**src/rtl/if_fetch_unit.sv**
```systemverilog
// RV32I instruction-fetch stage: owns the PC update strobe, keeps at most one
// imem request in flight, and hands fetched words (or a misaligned-fetch NOP) to decode.
module if_fetch_unit #(
  parameter int                 ADDR_W    = 32,
  parameter int                 DATA_W    = 32,
  parameter logic [DATA_W-1:0]  NOP_INSTR = 32'h00000013
) (
  input  logic              clk,
  input  logic              areset,
  input  logic [ADDR_W-1:0] pc,
  output logic [ADDR_W-1:0] pc_next,
  output logic              pc_load,
  input  logic              redirect_valid,
  input  logic [ADDR_W-1:0] redirect_target,
  output logic              imem_req_valid,
  input  logic              imem_req_ready,
  output logic [ADDR_W-1:0] imem_req_addr,
  input  logic              imem_rsp_valid,
  input  logic [DATA_W-1:0] imem_rsp_data,
  output logic              id_valid,
  input  logic              id_ready,
  output logic [DATA_W-1:0] id_instr,
  output logic [ADDR_W-1:0] id_pc,
  output logic              id_fault
);

  typedef enum logic [2:0] {
    S_IDLE,
    S_REQ,
    S_WAIT,
    S_DROP,
    S_HOLD,
    S_STALL
  } state_t;

  state_t              state_q, state_d;
  logic                id_valid_q, id_valid_d;
  logic [DATA_W-1:0]   id_instr_q, id_instr_d;
  logic [ADDR_W-1:0]   id_pc_q, id_pc_d;
  logic                id_fault_q, id_fault_d;
  logic [ADDR_W-1:0]   req_pc_q, req_pc_d;

  logic                redirect_take;
  logic                misaligned;
  logic                req_hs;

  always_comb begin
    state_d        = state_q;
    id_valid_d     = id_valid_q;
    id_instr_d     = id_instr_q;
    id_pc_d        = id_pc_q;
    id_fault_d     = id_fault_q;
    req_pc_d       = req_pc_q;
    imem_req_valid = 1'b0;
    imem_req_addr  = pc;
    req_hs         = 1'b0;

    // A redirect outranks every other event in the cycle it arrives.
    redirect_take  = redirect_valid && (state_q != S_IDLE);
    misaligned     = (pc[1:0] != 2'b00);

    case (state_q)
      S_IDLE: begin
        state_d = S_REQ;
      end

      S_REQ: begin
        if (redirect_take) begin
          state_d = S_REQ;
        end else if (misaligned) begin
          id_valid_d = 1'b1;
          id_instr_d = NOP_INSTR;
          id_pc_d    = pc;
          id_fault_d = 1'b1;
          state_d    = S_HOLD;
        end else begin
          imem_req_valid = 1'b1;
          if (imem_req_ready) begin
            req_hs   = 1'b1;
            req_pc_d = pc;
            state_d  = S_WAIT;
          end
        end
      end

      S_WAIT: begin
        if (redirect_take) begin
          // A response landing with the redirect is wrong-path and retires the request.
          state_d = imem_rsp_valid ? S_REQ : S_DROP;
        end else if (imem_rsp_valid) begin
          id_valid_d = 1'b1;
          id_instr_d = imem_rsp_data;
          id_pc_d    = req_pc_q;
          id_fault_d = 1'b0;
          state_d    = S_HOLD;
        end
      end

      S_DROP: begin
        // Still owed one response; only once it has arrived may a new request go out.
        if (imem_rsp_valid) begin
          state_d = S_REQ;
        end
      end

      S_HOLD: begin
        if (redirect_take) begin
          id_valid_d = 1'b0;
          state_d    = S_REQ;
        end else if (id_ready) begin
          id_valid_d = 1'b0;
          state_d    = id_fault_q ? S_STALL : S_REQ;
        end
      end

      S_STALL: begin
        if (redirect_take) begin
          state_d = S_REQ;
        end
      end

      default: begin
        state_d = S_IDLE;
      end
    endcase
  end

  assign pc_load  = redirect_take | req_hs;
  assign pc_next  = redirect_take ? redirect_target : (pc + ADDR_W'(4));
  assign id_valid = id_valid_q & ~redirect_valid;
  assign id_instr = id_instr_q;
  assign id_pc    = id_pc_q;
  assign id_fault = id_fault_q;

  always_ff @(posedge clk) begin
    if (areset) begin
      state_q    <= S_IDLE;
      id_valid_q <= 1'b0;
      id_instr_q <= '0;
      id_pc_q    <= '0;
      id_fault_q <= 1'b0;
      req_pc_q   <= '0;
    end else begin
      state_q    <= state_d;
      id_valid_q <= id_valid_d;
      id_instr_q <= id_instr_d;
      id_pc_q    <= id_pc_d;
      id_fault_q <= id_fault_d;
      req_pc_q   <= req_pc_d;
    end
  end

endmodule

```
**config.mk**
```make
export PLATFORM = sky130hd
export DESIGN_NAME = if_fetch_unit
export DESIGN_NICKNAME = d
export VERILOG_FILES = /design/src/rtl/if_fetch_unit.sv
export SDC_FILE = /design/constraint.sdc
export NUM_CORES = 1
export LEC_CHECK = 0
export CORE_MARGIN = 10
export CORE_UTILIZATION = 46
export CTS_BUF_LIST = sky130_fd_sc_hd__clkbuf_8 sky130_fd_sc_hd__clkbuf_16
export DETAILED_ROUTE_END_ITERATION = 10
export GPL_TIMING_DRIVEN = 0
export PLACE_DENSITY = 0.91
export SETUP_SLACK_MARGIN = 0.5
export SLEW_MARGIN = 10
export SYNTH_ARGS = -nofsm -noshare
export SYNTH_HDL_FRONTEND = slang
export SYNTH_SLANG_ARGS = --single-unit
```
**constraint.sdc**
```tcl
create_clock -name clk -period 5.15 [get_ports clk]
set_clock_uncertainty 0.1 [all_clocks]
set_input_delay 0.7725 -clock clk [delete_from_list [all_inputs] [get_ports clk]]
set_output_delay 0.7725 -clock clk [all_outputs]
set_load 0.03 [all_outputs]
```
* Word level (Yosys, flattened, before mapping)
Cells that the tools add are included.
** Word-level totals
- Flip-flop bits (word level) :: 101
- Bits in latches :: 0
- RAM bits :: 0
- ROM bits :: 0
- Output and inout bits :: 132
- Memories kept :: 0
** Cells by class
- $add $sub $neg :: 1
- $mul :: 0
- Divide/modulo/power cells :: 0
- Order comparisons :: 0
- Equal/unequal tests :: 14
- Shifts and indexed selects :: 0
- Mux-type cells :: 40
- Bitwise operators :: 5
- Reductions and logical operators :: 10
** Operators by type and width (count)
- $mux W32 :: 9
- $pmux W32 S2 :: 2
- $add A32 B3 Y32 const B :: 1
- $mux W3 :: 10
- $pmux W3 S6 :: 1
- $mux W1 :: 15
- $ne A2 B2 Y1 const B :: 6
- $reduce_and A5 Y1 :: 2
- $eq A3 B2 Y1 const B :: 2
- $eq A3 B3 Y1 const B :: 2
- $ne A3 B3 Y1 const B :: 2
- $reduce_and A6 Y1 :: 1
- $reduce_bool A3 Y1 :: 2
- $ne A4 B4 Y1 const B :: 1
- $reduce_and A4 Y1 :: 1
- $reduce_bool A2 Y1 :: 2
- $eq A3 B1 Y1 const B :: 1
- $logic_not A3 Y1 :: 1
- $not A1 Y1 :: 3
- $pmux W1 S3 :: 1
- $mux W2 :: 1
- $pmux W1 S2 :: 1
- $and A1 B1 Y1 :: 1
- $logic_and A1 B1 Y1 :: 1
- $or A1 B1 Y1 :: 1

* Longest topological paths before layout
Gate-level depths: netlist of the first run.
- Depth after elaboration :: 5
- Gate-level depth with buffers :: 8
- Gate-level depth less buffers :: 5

* Least setup slack after synthesis of the first run
No wires, ideal clock.
- Path kind :: input port to output port
- From :: input port pc[2]
- To :: output port pc_next[30]
- Data arrival time :: 2533 ps
- Required time :: 4278 ps
- Path slack :: 1744 ps
- Cell stages on the path :: 6
- Buffers on the path :: 1
- Cell sequence :: ha_1 -> and4_1 -> nand3_2 -> buf_2 -> or4_1 -> a31oi_1
** On the way
- Cells in the longest elaborated chain, start to end :: 2
** Ends and longest elaborated chain
- start: declaration :: line 10 : input logic [ADDR_W-1:0] pc,
- $add A32 B3 Y32 :: line 129 : assign pc_next = redirect_take ? redirect_target : (pc + ADDR_W'(4));
- $mux W32 :: line 129
- end: declaration :: line 11 : output logic [ADDR_W-1:0] pc_next,
No other way between the ends.

* Worst setup path in the final report of the first run
- From :: input port pc[7]
- To :: output port pc_next[29]
Same word-level chain as after synthesis.

==> results of run 1 <==
[sequential cells by signal, summed over array words and instances (netlist names)]
register and count:
req_pc_q 32, id_valid_q 1, state_q 3, id_instr 32
id_fault 1, id_pc 32
[cells by family (layout without fill, tap and decap cells)]
family,Yosys count,count (layout)
simple gates,256,256
compound gates,152,152
flops,101,101
buf+inv,93,339
mux,31,31
xor+xnor,11,11
fa+ha+maj,1,1
[per-stage QoR]
stage	cells	area (µm²)	total power (W)	util, %
4_1_cts	1031	8020	0.00218	73.0
3_5_place_dp	1015	7720	0.00150	70.3
5_1_grt	1031	8030	0.00225	73.1
2_1_floorplan	645	5240	0.00120	-
6_report	1031	8030	0.00217	73.1
3_3_place_gp	1015	7720	0.00149	70.3
[worst min path at each step]
stage            startpoint  cells past startpoint  slack, ps           end
6_report       req_pc_q[10]                      2        360  req_pc_q[10]
5_1_grt         req_pc_q[7]                      2        380   req_pc_q[7]
4_1_cts        req_pc_q[10]                      2        360  req_pc_q[10]
3_5_place_dp   req_pc_q[10]                      2        350  req_pc_q[10]
3_3_place_gp    req_pc_q[3]                      2        340   req_pc_q[3]
2_1_floorplan  req_pc_q[10]                      2        340  req_pc_q[10]
[critical path: stages]
cell             delay, ps
clkdlybuf4s50_1        650
and4_1                 360
nand4_1                230
clkbuf_1               290
or4_1                  510
a31oi_1                170
clkdlybuf4s50_1        710
[timing repair]
action	4_1_cts	5_1_grt
resized for setup	1	3
setup endpoints to repair	1	10
gates cloned	0	0
[power groups by stage]
stage	Sequential [W]	Combinational (W)	Clock (W)
after floorplan	0.000901	0.000296	0
after global placement	0.000848	0.000643	0
after detailed placement	0.000850	0.000650	0
after CTS	0.000832	0.000651	0.000691
after global routing	0.000836	0.000691	0.000723
final	0.000832	0.000648	0.000687
[cells in the final DEF (no fill, tap or decap), drive strengths merged, types with 2 or more instances in the layout]
cell	n
xnor2	2
nor3	11
or2	2
nand3	11
clkbuf	42
nand2	90
buf	57
a211oi	32
nor4b	2
a22oi	29
clkinv	3
a31oi	18
or4	13
o21ai	16
o31ai	14
or3	4
dfxtp	101
and4	8
and2	2
clkdlybuf4s50	228
nand2b	4
o31a	2
nor2	88
mux2i	31
inv	5
a21oi	34
nand3b	2
xor2	9
nor3b	6
nand4	10
[layer usage]
layer / part of all wire, % / track usage (%) / routed length, µm
met4: 2.9 / 8.51 / 577
met3: 9.7 / 8.12 / 1910
met2: 48 / 40.1 / 9480
met5: 0 / 0 / 0
met1: 39 / 25.8 / 7620
[cell type report]
class / count / area, µm²
clock inverter: 6 / 63.8
inverter: 4 / 15.0
clock buffer: 10 / 239
multi-input combinational: 451 / 2700
sequential: 101 / 2020
buffer: 89 / 504
fill: 883 / 2960
tap: 140 / 175
timing repair buffer: 230 / 2300
==> results.md, run 1 <==
- Layout cell share with drive strength beyond 1: 10.7%
- Compound-gate portion of the synthesized area: 20.5%
- Adder-cell share of the synthesized area: 0.239%
- Crit path from: pc[7]
- Reg2reg setup slack: 3030 ps
- Root Buffer: clkbuf_16
- Num CTS Buffers: 9
- Worst setup endpoint: pc_next[29]
- DP HPWL: 15.4 mm
- Avg WL per Cell: 19.0 µm
- R2R cell count: 7
- Port Buf Inserts: 230
- H-tree depth: 3
- Die Y-Extent: 127 µm
- Clk slew on worst S/H paths: 70 ps
- Synth Area in XOR/XNOR: 1.84%
- Simple-gate share of the synthesized area: 23.1%
- Switching Share: 31.5%
- I/O pin cnt: 234
- VDD IR max: 0.191 mV
- Ant diodes: 0
- Vias in the first global route: 5822
- Post-synthesis mux area share: 5.92%
- Sequential Power Share: 38.4%
- Clock power frac: 31.7%
- Min Hold Slack: 355 ps
- Total leakage power: 2.78 nW
- Gr ovfl total: 0
- Synth top area cells: dfxtp_1 39%, nand2_1 6.4%, nor2_1 6.3%, mux2i_1 5.9%, buf_4 4.9%
- Setup-failing EPs final: 0
- Initial antenna violation count: 0
- Worst slack at placement: 447 ps
- Unrepaired setup endpoints after global routing: false
- Outcome: finished clean
- CP startpoint kind: input port
- Maximum number of pins on one net before global-route repair: 17
- TNS Setup: 0 ps
- Critical path class: input port to primary output
- Clock Path Buffers: 2
- DRC marker count from the first detailed-route iteration: 361
- Mapped Area: 0.00524 mm²
- Largest family of logic cells by synthesized area: simple AND/OR/NAND/NOR gates
- Area growth syn-to-layout: 53.1%
- Clk sinks: 101
- Post-Synthesis Mean Instance Area: 8.13 µm²
- Final slew viol count: 0
- Cell-internal power: 0.00148 W
- HP Class: flip-flop to flip-flop
- Area share of the largest cell type after synthesis: 38.6%
- Final period utilization: 88.8%
- GP Congestion: 0.923
- Top cells by count, synth: 101 x dfxtp_1, 90 x nand2_1, 88 x nor2_1, 34 x a21oi_1, 34 x buf_4
- Ys Warns: 0
- Std-Cell Rows: 38
- Power per standard cell area: 270 mW/mm²
- Final Routed Wirelength: 19.6 mm
- GRT Total Usage: 23.2%
- Starting Density: 47.7%
- Antenna viol nets, final: 0
- WP data required: 4280 ps
- Synth Net Count: 748
- Worst setup EP type: primary output
- Worst EP arrival: 3700 ps
- Netlist cell types: 45
- CTS tree: yes
- Top-count cell post-synth: dfxtp_1
- Main synth FF type: dfxtp_1
- Least-Margin Pin Slew: 685 ps
- Final Critical Period: 4580 ps
- Post-synthesis instance total: 645
- MaxCap Viol Count: 0
- EDFF count, synth: 0
- DIE WIDTH: 127 µm
- Hold Buf Count CTS: 0
- Setup WS post-layout: 575 ps
- Crit path max fanout: 10
- R2r startpoint: state_q[0]
- Die Area: 0.0161 mm²
- Vias per inst: 5.56
- Fmax: 219 MHz
- Post CTS Setup Buffer Count: 0
- DRC Markers: 0
- Post-synthesis register bit count: 101
- Combinational share of power: 29.9%
- Nets@finish: 989
- Rel. slew slack: 54.3%
- Synth async-reset ratio: 0%
- FF-to-FF End: req_pc_q[21]
- First drt pass iteration count: 5
- First-pass GRT wire length: 30.9 mm
- Core footprint: 0.0110 mm²
- Via count: 5732
- Switching pwr: 0.000682 W
- Final Hold Fails: 0
- Synth area leader: dfxtp_1
- Sequential element share of the synthesized area: 38.6%
- Clk_lat worst skew: 330 ps
No activity file was read; power rests on OpenSTA's default activity.
==> run 2: changes to the inputs <==
--- a/config.mk
+++ b/config.mk
@@ -5,8 +5,9 @@
 export SDC_FILE = /design/constraint.sdc
 export NUM_CORES = 1
 export LEC_CHECK = 0
+export ABC_AREA = 1
 export CORE_MARGIN = 10
-export CORE_UTILIZATION = 46
+export CORE_UTILIZATION = 47
 export CTS_BUF_LIST = sky130_fd_sc_hd__clkbuf_8 sky130_fd_sc_hd__clkbuf_16
 export DETAILED_ROUTE_END_ITERATION = 10
 export GPL_TIMING_DRIVEN = 0
@@ -16,3 +17,4 @@
 export SYNTH_ARGS = -nofsm -noshare
 export SYNTH_HDL_FRONTEND = slang
 export SYNTH_SLANG_ARGS = --single-unit
+export TNS_END_PERCENT = 10
==> results.md, run 2 <==
- Min Hold Slack: 351 ps
- Crit path max fanout: 9
- GP Congestion: 0.929
- First drt pass iteration count: 5
- Fmax: 226 MHz
- Starting Density: 48.6%
- Power per standard cell area: 308 mW/mm²
- Final Routed Wirelength: 21.0 mm
- Clock Path Buffers: 2
- Clk_lat worst skew: 340 ps
- Die Y-Extent: 129 µm
- Synth Net Count: 974
- Worst setup EP type: primary output
- Std-Cell Rows: 39
- Nets@finish: 1216
- CTS tree: yes
- Port Buf Inserts: 231
- Num CTS Buffers: 9
- Antenna viol nets, final: 0
- Gr ovfl total: 0
- Synth top area cells: dfxtp_1 36%, nand2_1 15%, o21ai_0 10%, nor2_1 9.0%, a21oi_1 5.8%
- Via count: 6618
- DRC marker count from the first detailed-route iteration: 613
- Top-count cell post-synth: nand2_1
- H-tree depth: 3
- Vias per inst: 5.24
- Final period utilization: 85.9%
- Worst EP arrival: 3550 ps
- TNS Setup: 0 ps
- Filler cell count: 971
- Final slew viol count: 0
- WP data required: 4280 ps
- DIE WIDTH: 129 µm
- Sequential element share of the synthesized area: 36.0%
- Least-Margin Pin Slew: 613 ps
- Mapped Area: 0.00562 mm²
- Outcome: finished clean
- Rel. slew slack: 59.2%
- Total leakage power: 3.35 nW
- Root Buffer: clkbuf_16
- Setup-failing EPs final: 0
- Die Area: 0.0167 mm²
- Commonest cells after routing, fill and taps aside: 231 x clkdlybuf4s50_1, 226 x nand2_1, 134 x nor2_1
- Final Critical Period: 4430 ps
- DP HPWL: 16.6 mm
- Commonest non-fill, non-tap cell in the layout: clkdlybuf4s50_1
- Ys Warns: 0
- Clk sinks: 101
- Total power: 0.00260 W
- Core footprint: 0.0116 mm²
- HP Class: flip-flop to flip-flop
- GRT Total Usage: 23.9%
- Area growth syn-to-layout: 50.1%
- CP startpoint kind: input port
- Clk slew on worst S/H paths: 70 ps
- Maximum number of pins on one net before global-route repair: 20
- Post-synthesis instance total: 871
- EDFF count, synth: 0
- Area share of the largest cell type after synthesis: 36.0%
- Top cells by count, synth: 226 x nand2_1, 134 x nor2_1, 113 x o21ai_0, 101 x dfxtp_1, 65 x a21oi_1
- Vias in the first global route: 6440
- Layout cell share with drive strength beyond 1: 8.86%
- First-pass GRT wire length: 32.4 mm
- VDD IR max: 0.188 mV
- Post-synthesis register bit count: 101
- Netlist cell types: 32
- Unrepaired setup endpoints after global routing: false
- Synth area leader: dfxtp_1
- Main synth FF type: dfxtp_1
- DRC Markers: 0
- Critical path class: input port to primary output
- Post CTS Setup Buffer Count: 0
- Synth async-reset ratio: 0%
- I/O pin cnt: 234
- Initial antenna violation count: 0
- Avg WL per Cell: 16.6 µm
- Final Hold Fails: 0
- Post-Synthesis Mean Instance Area: 6.45 µm²
- MaxCap Viol Count: 0
run 2: cell count changes after synthesis, sizes merged, moves of 8 or more:
cell | before | now
nand2 | 90 | 230
nor2 | 88 | 137
or4 | 13 | 0
mux2i | 31 | 0
a21oi | 34 | 65
clkbuf | 32 | 20
nand3 | 11 | 45
and4 | 8 | 0
a211oi | 32 | 0
o31ai | 14 | 0
a22oi | 29 | 0
inv | 4 | 59
a31oi | 18 | 0
o21ai | 16 | 116
run 2: path summary, 6_finish.rpt:
kind	startpoint	end	slack, ps	cells past startpoint
worst max register to register	state_q[0]	id_pc[17]	3140	8
worst max-delay path	pc[2]	pc_next[18]	720	10
worst min register to register	req_pc_q[7]	req_pc_q[7]	350	2
worst min-delay path	req_pc_q[7]	req_pc_q[7]	350	2
run 2: layout make-up:
type / count / area, µm² / area share, %
multi-input combinational: 631 / 2890 / 34.3
timing repair buffer: 231 / 2310 / 27.4
sequential: 101 / 2020 / 24.0
buffer: 80 / 483 / 5.73
clock buffer: 9 / 225 / 2.67
inverter: 59 / 221 / 2.63
tap: 143 / 179 / 2.12
clock inverter: 7 / 91.3 / 1.08
antenna: 1 / 2.50 / 0.0297
run 2: kinds of logic after synthesis:
| logic type | Yosys count | share of synthesized area [%] |
|---|---|---|
| flip-flops | 101 | 36.0 |
| AND/OR/NAND/NOR | 434 | 32.8 |
| adder cells (fa/ha/maj) | 1 | 0.223 |
| AO/OA/AOI/OAI | 185 | 16.7 |
| XOR/XNOR | 11 | 1.72 |
| buffers and inverters | 139 | 12.5 |
run 2: per-stage QoR:
step | instances | utilization [%] | cell area, µm² | worst slack, ps
final | 1262 | 72.9 | 8430 | 724
after global routing | 1261 | 72.9 | 8430 | 619
after CTS | 1261 | 72.8 | 8420 | 624
after detailed placement | 1245 | 70.1 | 8110 | 676
after global placement | 1245 | 70.1 | 8110 | 642
after floorplan | 871 | - | 5620 | 2010
run 2: timing repair:
action,CTS,global route
resized for setup,0,1
endpoints found under the setup margin,0,2
hold buffers,0,0
run 2: layer usage:
layer	track usage, %	part of all wire [%]	vias up
li1	-	-	3254
met1	27.4	39	2999
met2	42.9	49	337
met3	5.38	9.9	28
met4	7.69	2.0	0
met5	0	0	-
run 2: critical path: stages:
cell and delay, ps:
clkdlybuf4s50_1 760, ha_1 290, inv_1 70, nor2_1 110
nand2_1 120, nor2_2 230, nand2_1 150, or2_0 220
a21oi_1 140, clkdlybuf4s50_1 690
run 2: power by group:
group | switching (W) | internal [W] | leakage [nW]
clock network | 0.000327 | 0.000389 | 0.151
registers | 0.0000361 | 0.000851 | 0.822
logic | 0.000599 | 0.000394 | 2.37
==> run 3: changes to the inputs <==
--- a/config.mk
+++ b/config.mk
@@ -7,11 +7,11 @@
 export LEC_CHECK = 0
 export ABC_AREA = 1
 export CORE_MARGIN = 10
-export CORE_UTILIZATION = 47
+export CORE_UTILIZATION = 35
 export CTS_BUF_LIST = sky130_fd_sc_hd__clkbuf_8 sky130_fd_sc_hd__clkbuf_16
 export DETAILED_ROUTE_END_ITERATION = 10
 export GPL_TIMING_DRIVEN = 0
-export PLACE_DENSITY = 0.91
+export PLACE_DENSITY = 0.72
 export SETUP_SLACK_MARGIN = 0.5
 export SLEW_MARGIN = 10
 export SYNTH_ARGS = -nofsm -noshare
==> results.md, run 3 (synthesis results as in run 2) <==
- Starting Density: 35.5%
- CTS tree: yes
- Num CTS Buffers: 9
- Clock Path Buffers: 2
- Layout cell share with drive strength beyond 1: 8.68%
- Worst EP arrival: 3570 ps
- VDD IR max: 0.160 mV
- Clk slew on worst S/H paths: 70 ps
- Die Area: 0.0215 mm²
- Unrepaired setup endpoints after global routing: false
- Crit path max fanout: 9
- GP Congestion: 0.916
- Core footprint: 0.0158 mm²
- Power per standard cell area: 298 mW/mm²
- Antenna viol nets, final: 0
- Final period utilization: 86.3%
- Reg2reg setup slack: 3150 ps
- Commonest non-fill, non-tap cell in the layout: clkdlybuf4s50_1
- H-tree depth: 3
- Area growth syn-to-layout: 51.0%
- Least-Margin Pin Slew: 654 ps
- Avg WL per Cell: 15.8 µm
- HP Class: flip-flop to flip-flop
- WP data required: 4280 ps
- Vias in the first global route: 5958
- Gr ovfl total: 0
- DIE WIDTH: 147 µm
- CP startpoint kind: input port
- Filler cell count: 1577
- Critical path class: input port to primary output
- Clk sinks: 101
- Setup-failing EPs final: 0
- Final Routed Wirelength: 21.1 mm
- Hold Buf Count CTS: 0
- Final Critical Period: 4450 ps
- Clk_lat worst skew: 350 ps
- Total leakage power: 3.33 nW
- Post CTS Setup Buffer Count: 0
- Die Y-Extent: 147 µm
- TNS Setup: 0 ps
- GRT Total Usage: 18.7%
- Ant diodes: 0
- Final slew viol count: 0
- Final Hold Fails: 0
- Maximum number of pins on one net before global-route repair: 16
- Commonest cells after routing, fill and taps aside: 231 x clkdlybuf4s50_1, 226 x nand2_1, 134 x nor2_1
- Fmax: 225 MHz
- Rel. slew slack: 56.4%
- DRC Markers: 0
- Root Buffer: clkbuf_16
- First drt pass iteration count: 5
- Initial antenna violation count: 0
- Nets@finish: 1216
- Worst setup EP type: primary output
- Post-Place Cells: 1318
- Vias per inst: 4.75
- I/O pin cnt: 234
- Via count: 6334
- Std-Cell Rows: 46
- DP HPWL: 16.7 mm
- Fin cells: 1333
- MaxCap Viol Count: 0
- First-pass GRT wire length: 32.7 mm
- DRC marker count from the first detailed-route iteration: 499
- Port Buf Inserts: 231
- Outcome: finished clean
## run 3: cell types whose count changed in the layout (fill, tap and decap cells not counted), sizes merged
| cell | delta |
|---|---|
| bufinv | -1 |
| clkbuf | +2 |
| diode | -1 |
| inv | -2 |
## run 3: per-layer routing
| metal | global-route usage, % | routed length, µm | vias up |
|---|---|---|---|
| li1 | - | - | 3247 |
| met4 | 5.51 | 301 | 0 |
| met2 | 31.0 | 9880 | 219 |
| met3 | 4.42 | 1580 | 20 |
| met5 | 0 | 0 | - |
| met1 | 23.5 | 9310 | 2848 |
## run 3: repair_timing
action | in CTS | in global routing
setup endpoints to repair | 0 | 1
gates resized for setup | 0 | 1
hold endpoints to repair | 0 | 0
## run 3: final timing paths
kind	depth (start not counted)	from	endpoint
hold / removal	2	req_pc_q[1]	req_pc_q[1]
hold reg to reg	2	req_pc_q[1]	req_pc_q[1]
setup / recovery	10	pc[2]	pc_next[18]
setup reg to reg	8	state_q[0]	id_pc[24]
## run 3: through the flow
stage | total power, W | cell area [µm²] | hold WS [ps] | setup WS (ps) | util, %
finish | 0.00252 | 8480 | 339 | 703 | 53.6
floorplan | 0.00146 | 5620 | 316 | 2010 | -
CTS | 0.00254 | 8480 | 339 | 584 | 53.5
global route | 0.00265 | 8480 | 359 | 533 | 53.6
global placement | 0.00189 | 8200 | 327 | 614 | 51.8
detailed placement | 0.00189 | 8200 | 330 | 600 | 51.8
## run 3: where the power goes
part | total (W) | leakage (nW) | switching, W | internal [W]
Sequential | 0.000886 | 0.822 | 0.0000348 | 0.000851
Clock | 0.000651 | 0.139 | 0.000301 | 0.000350
Combinational | 0.000986 | 2.37 | 0.000592 | 0.000394
Total | 0.00252 | 3.33 | 0.000928 | 0.00160
## run 3: worst max-delay path, cell delays in order
cell and delay [ps]:
clkdlybuf4s50_1 760, ha_1 290, inv_1 70, nor2_1 110
nand2_1 130, nor2_2 220, nand2_1 150, or2_0 230
a21oi_1 140, clkdlybuf4s50_1 700
## run 3: final cells by class
type	instances	area, µm²	area share (%)
clock inverter	4	25.0	0.295
sequential	101	2020	23.8
timing repair buffer	231	2310	27.3
buffer	80	483	5.70
multi-input combinational	631	2890	34.1
tap	216	270	3.19
inverter	59	221	2.61
clock buffer	11	253	2.98
